### config.mk
export PLATFORM = sky130hd
export DESIGN_NAME = des_key_sched
export DESIGN_NICKNAME = d
export VERILOG_FILES = /design/src/rtl/des_key_sched.sv
export SDC_FILE = /design/constraint.sdc
export NUM_CORES = 1
export LEC_CHECK = 0
export ABC_AREA = 1
export BUFFER_PORTS_ARGS = -buffer_cell sky130_fd_sc_hd__buf_2
export CAP_MARGIN = 30
export CORE_MARGIN = 3
export CORE_UTILIZATION = 60
export DETAILED_ROUTE_END_ITERATION = 6
export MAX_ROUTING_LAYER = met4
export PLACE_DENSITY = 0.84
export SLEW_MARGIN = 20
export SYNTH_ARGS = -nofsm -noshare
export SYNTH_HDL_FRONTEND = slang
export SYNTH_SLANG_ARGS = --single-unit
### constraint.sdc
create_clock -name clk -period 5.5 [get_ports clk]
set_input_delay 0.55 -clock clk [delete_from_list [all_inputs] [get_ports clk]]
set_output_delay 0.55 -clock clk [all_outputs]
set_load 0.01 [all_outputs]
### src/rtl/des_key_sched.sv
// Iterative DES key schedule: PC-1 on load, per-round C/D rotation, PC-2 subkey
// presented one round at a time behind a valid/ready handshake.
module des_key_sched #(
    parameter bit KEY_PARITY_CHECK = 1'b1
) (
    input  logic        clk,
    input  logic        rst,
    input  logic        start,
    input  logic        decrypt,
    input  logic [63:0] key,
    output logic [47:0] subkey,
    output logic        subkey_valid,
    input  logic        subkey_ready,
    output logic [3:0]  round_idx,
    output logic        busy,
    output logic        done,
    output logic        parity_err
);
    // Tables use DES numbering: bit 1 is the MSB of the vector it selects from.
    localparam int PC1 [56] = '{
        57, 49, 41, 33, 25, 17,  9,  1, 58, 50, 42, 34, 26, 18,
        10,  2, 59, 51, 43, 35, 27, 19, 11,  3, 60, 52, 44, 36,
        63, 55, 47, 39, 31, 23, 15,  7, 62, 54, 46, 38, 30, 22,
        14,  6, 61, 53, 45, 37, 29, 21, 13,  5, 28, 20, 12,  4};
    localparam int PC2 [48] = '{
        14, 17, 11, 24,  1,  5,  3, 28, 15,  6, 21, 10,
        23, 19, 12,  4, 26,  8, 16,  7, 27, 20, 13,  2,
        41, 52, 31, 37, 47, 55, 30, 40, 51, 45, 33, 48,
        44, 49, 39, 56, 34, 53, 46, 42, 50, 36, 29, 32};

    typedef enum logic {IDLE, RUN} state_t;

    state_t      state, state_n;
    logic [27:0] c, d, c_n, d_n;
    logic        dir, dir_n;
    logic [3:0]  idx_n;
    logic        done_n, perr_n, perr_calc;
    logic [55:0] pc1_out;
    logic [55:0] cd;
    logic        xfer;

    function automatic logic [1:0] shamt(input logic [4:0] r);
        return (r == 5'd1 || r == 5'd2 || r == 5'd9 || r == 5'd16) ? 2'd1 : 2'd2;
    endfunction

    function automatic logic [27:0] rotl(input logic [27:0] x, input logic [1:0] s);
        return (s == 2'd2) ? {x[25:0], x[27:26]} : {x[26:0], x[27]};
    endfunction

    function automatic logic [27:0] rotr(input logic [27:0] x, input logic [1:0] s);
        return (s == 2'd2) ? {x[1:0], x[27:2]} : {x[0], x[27:1]};
    endfunction

    for (genvar j = 0; j < 56; j++) begin : g_pc1
        assign pc1_out[55-j] = key[64-PC1[j]];
    end

    assign cd = {c, d};
    for (genvar k = 0; k < 48; k++) begin : g_pc2
        assign subkey[47-k] = cd[56-PC2[k]];
    end

    always_comb begin
        perr_calc = 1'b0;
        for (int i = 0; i < 8; i++) perr_calc = perr_calc | ~^key[8*i +: 8];
    end

    assign subkey_valid = (state == RUN);
    assign busy         = (state == RUN);
    assign xfer         = subkey_valid & subkey_ready;

    always_ff @(posedge clk or posedge rst) begin
        if (rst) begin
            state      <= IDLE;
            c          <= '0;
            d          <= '0;
            dir        <= 1'b0;
            round_idx  <= '0;
            done       <= 1'b0;
            parity_err <= 1'b0;
        end else begin
            state      <= state_n;
            c          <= c_n;
            d          <= d_n;
            dir        <= dir_n;
            round_idx  <= idx_n;
            done       <= done_n;
            parity_err <= perr_n;
        end
    end

    always_comb begin
        state_n = state;
        c_n     = c;
        d_n     = d;
        dir_n   = dir;
        idx_n   = round_idx;
        done_n  = 1'b0;
        perr_n  = parity_err;
        case (state)
            IDLE: begin
                if (start) begin
                    // Decrypt starts from C16/D16, which equals the unrotated PC-1 output.
                    c_n     = decrypt ? pc1_out[55:28] : rotl(pc1_out[55:28], 2'd1);
                    d_n     = decrypt ? pc1_out[27:0]  : rotl(pc1_out[27:0], 2'd1);
                    dir_n   = decrypt;
                    idx_n   = '0;
                    perr_n  = KEY_PARITY_CHECK ? perr_calc : 1'b0;
                    state_n = RUN;
                end
            end
            RUN: begin
                if (xfer) begin
                    if (round_idx == 4'd15) begin
                        state_n = IDLE;
                        done_n  = 1'b1;
                    end else begin
                        idx_n = round_idx + 4'd1;
                        if (dir) begin
                            c_n = rotr(c, shamt(5'd16 - {1'b0, round_idx}));
                            d_n = rotr(d, shamt(5'd16 - {1'b0, round_idx}));
                        end else begin
                            c_n = rotl(c, shamt({1'b0, round_idx} + 5'd2));
                            d_n = rotl(d, shamt({1'b0, round_idx} + 5'd2));
                        end
                    end
                end
            end
            default: state_n = IDLE;
        endcase
    end
endmodule

==> metrics.md <==
| Metric | Value |
|---|---|
| Outcome | `completed` |
| First-pass iteration count of the detailed router | `7` |
| Switching Share | `0.564` |
| Worst r2r src | `round_idx[1]` |
| Via count of the routed design | `8,772` |
| Crit path time final | `2.94 ns` |
| PnR worst setup slack | `2.56 ns` |
| HPWL Detailed | `15.5 mm` |
| Clk pin slew, worst setup/hold paths | `0.05 ns` |
| Post-CTS Setup Bufs | `0` |
| Largest net degree at the start of global routing | `95` |
| Core box area | `12,700 sq um` |
| GP Congestion | `1.01` |
| CTS tree | `done` |
| Sink Count | `64` |
| Worst-margin pin slew | `0.938 ns` |
| Max_cap viols | `0` |
| Commonest non-fill, non-tap cells in the layout | `nand2_1, nand3_1, inv_1` |
| Final nets | `1,451` |
| Antenna Nets Post-Route | `0` |
| Clock Tree Buf Depth | `2` |
| Crit-path slowest cell | `nand3_2` |
| CP peak stage delay | `0.55 ns` |
| Crit Path Category | `flop to flop` |
| Slew margin rel. | `0.374` |
| Yosys reg bits | `64` |
| Internal | `2.19 mW` |
| CP Launch Type | `flop` |
| Starting Density | `0.615` |
| CTS resizes | `0` |
| GR Overflow Total | `0` |
| Residual DRC count | `0` |
| Average size of a mapped cell | `5.65 sq um` |
| Worst vdd ir | `0.453 mV` |
| Die W | `120 microns` |
| WL/cell | `14.6 microns` |
| Num CTS Buffers | `9` |
| Total GRT Usage | `0.317` |
| Final hold vios | `0` |
| Fraction of layout cells with a size suffix above 1 | `0.115` |
| WL final | `22.6 mm` |
| Cts hold-fix bufs | `0` |
| Sw power | `2.84 mW` |
| H-tree depth | `3` |
| Syn. warnings | `0` |
| Mapped Nets | `1,455` |
| Later-pin clock latency in the skew report | `0.33 ns` |
| Most prevalent standard cell on the critical path | `nand2_1` |
| Crit. End Element | `flop` |
| PD cells | `616 nW/um^2` |
| Fin crit share | `0.535` |
| Vias in the first global route | `7,512` |
| Max frequency | `340 MHz` |
| Syn Inst Count | `1,380` |
| Drt first-iter violations | `1,180` |
| Clk_skew | `0.00473 ns` |
| Core Rows | `41` |
| HP Class | `input port to asynchronous set/reset pin` |
| Worst slack at placement | `2.69 ns` |
| First-pass GRT wire length | `36.8 mm` |
| Post-Syn Area | `7790 sq um` |
| Clock group share of total power | `0.110` |
| Unique masters post-synth | `22` |
| CTS Root Cell | `clkbuf_16` |
| Final Setup Violations | `0` |
| Unrepaired setup endpoints after global routing | `no` |
| Setup TNS | `0 ns` |
| Worst EP arrival | `3.21 ns` |
| Lkg Pwr | `4.86 nW` |
| Die area | `14,400 sq um` |
| Comb pwr share | `0.711` |
| DIE HEIGHT | `120 microns` |
| Commonest non-fill, non-tap cell in the layout | `nand2_1` |
| Sequential power share | `0.179` |
| Max-slew violations | `0` |
| Initial antenna violation count | `1` |
| Via-per-instance ratio | `5.66` |
| CP required | `5.77 ns` |
| IO buf count | `124` |
| Pwr Total | `5.03 mW` |
| CP Cell Sequence | `inv_1 > ha_1 > nand3_1 > nand2_1 > nand2_1 > nand2_1 > buf_4 > nand3_2 > buf_12 > nand2_1 > nand3_1 > nand3_1 > nand2_1 > nand2_1` |
| Crit path launch | `round_idx[1]` |
| CP max FO | `57` |
| Seq/Total Area, Yosys | `0.206` |
| Syn-to-layout area delta | `4.91%` |
| # IOs | `125` |
[worst max-delay path, delay by kind of cell (launching register included)]
| kind | cells | cell delay, ns |
|---|---|---|
| flops | 1 | 0.45 |
| fa+ha+maj | 1 | 0.22 |
| buf+inv | 3 | 0.99 |
| simple gates | 10 | 1.19 |
[per-layer routing]
metal / vias to the layer above / GRT usage / routed length, microns
met5: - / - / 0
met4: 0 / 0.0709 / 345
met3: 38 / 0.0589 / 2680
met2: 548 / 0.462 / 9680
met1: 3884 / 0.459 / 9880
li1: 4302 / - / -
[cell type report]
cell class,count,area (sq um)
clock buffer,13,280
timing repair buffer,138,751
antenna,1,2.50
multi-input combinational,998,4700
sequential,64,1600
tap,172,215
inverter,165,619
fill,1235,4500
[flip-flops by register name (all words and copies together), names as in the netlist]
name        cells
busy            1
c              28
d              28
dir             1
done            1
parity_err      1
round_idx       4
[power groups by stage]
stage	logic, mW	clock network (mW)	registers (mW)
finish	3.58	0.555	0.900
global route	4.02	0.569	0.927
CTS	3.48	0.559	0.894
detailed placement	3.46	0	0.899
global placement	3.39	0	0.898
floorplan	3.02	0	0.852
[per-stage QoR]
step	utilization	instances	cell area (sq um)	hold WS [ns]
floorplan	-	1380	7790	0.449
global placement	0.620	1535	7850	0.461
detailed placement	0.621	1536	7870	0.465
CTS	0.643	1549	8150	0.471
global route	0.645	1551	8180	0.494
finish	0.645	1551	8180	0.427
[worst paths after layout]
| path | end | slack [ns] | cells after the start |
|---|---|---|---|
| setup / recovery | d[4] | 2.56 | 14 |
| hold / removal | c[9] | 0.43 | 3 |
| setup reg to reg | d[4] | 2.56 | 14 |
| hold reg to reg | d[21] | 0.48 | 2 |
| max in group asynchronous | busy | 4.41 | 3 |
| min in group clk | d[21] | 0.48 | 2 |
[kinds of logic after synthesis]
group,after synthesis,share of synthesized area
AOI/OAI and AO/OA,74,0.0478
DFF,64,0.206
and+or+nand+nor,857,0.476
adders and majority gates,6,0.00963
buffers and inverters,318,0.192
xor gates and xnor gates,61,0.0686
[cell usage after synthesis]
master / n / area share
a211oi_1: 1 / 0.00096
a21oi_1: 21 / 0.013
buf_1: 10 / 0.0048
buf_2: 32 / 0.021
buf_4: 52 / 0.050
buf_6: 9 / 0.013
clkbuf_1: 50 / 0.024
clkinv_1: 7 / 0.0034
dfrtp_1: 64 / 0.21
ha_1: 6 / 0.0096
inv_1: 154 / 0.074
inv_2: 4 / 0.0019
nand2_1: 509 / 0.25
nand2b_1: 8 / 0.0064
nand3_1: 261 / 0.17
nand4_1: 57 / 0.046
nor2_1: 19 / 0.0092
nor3_1: 2 / 0.0013
nor3b_1: 1 / 0.00096
o21ai_0: 52 / 0.033
xnor2_1: 36 / 0.040
xor2_1: 25 / 0.028
Power figures use the tool's default switching activity.
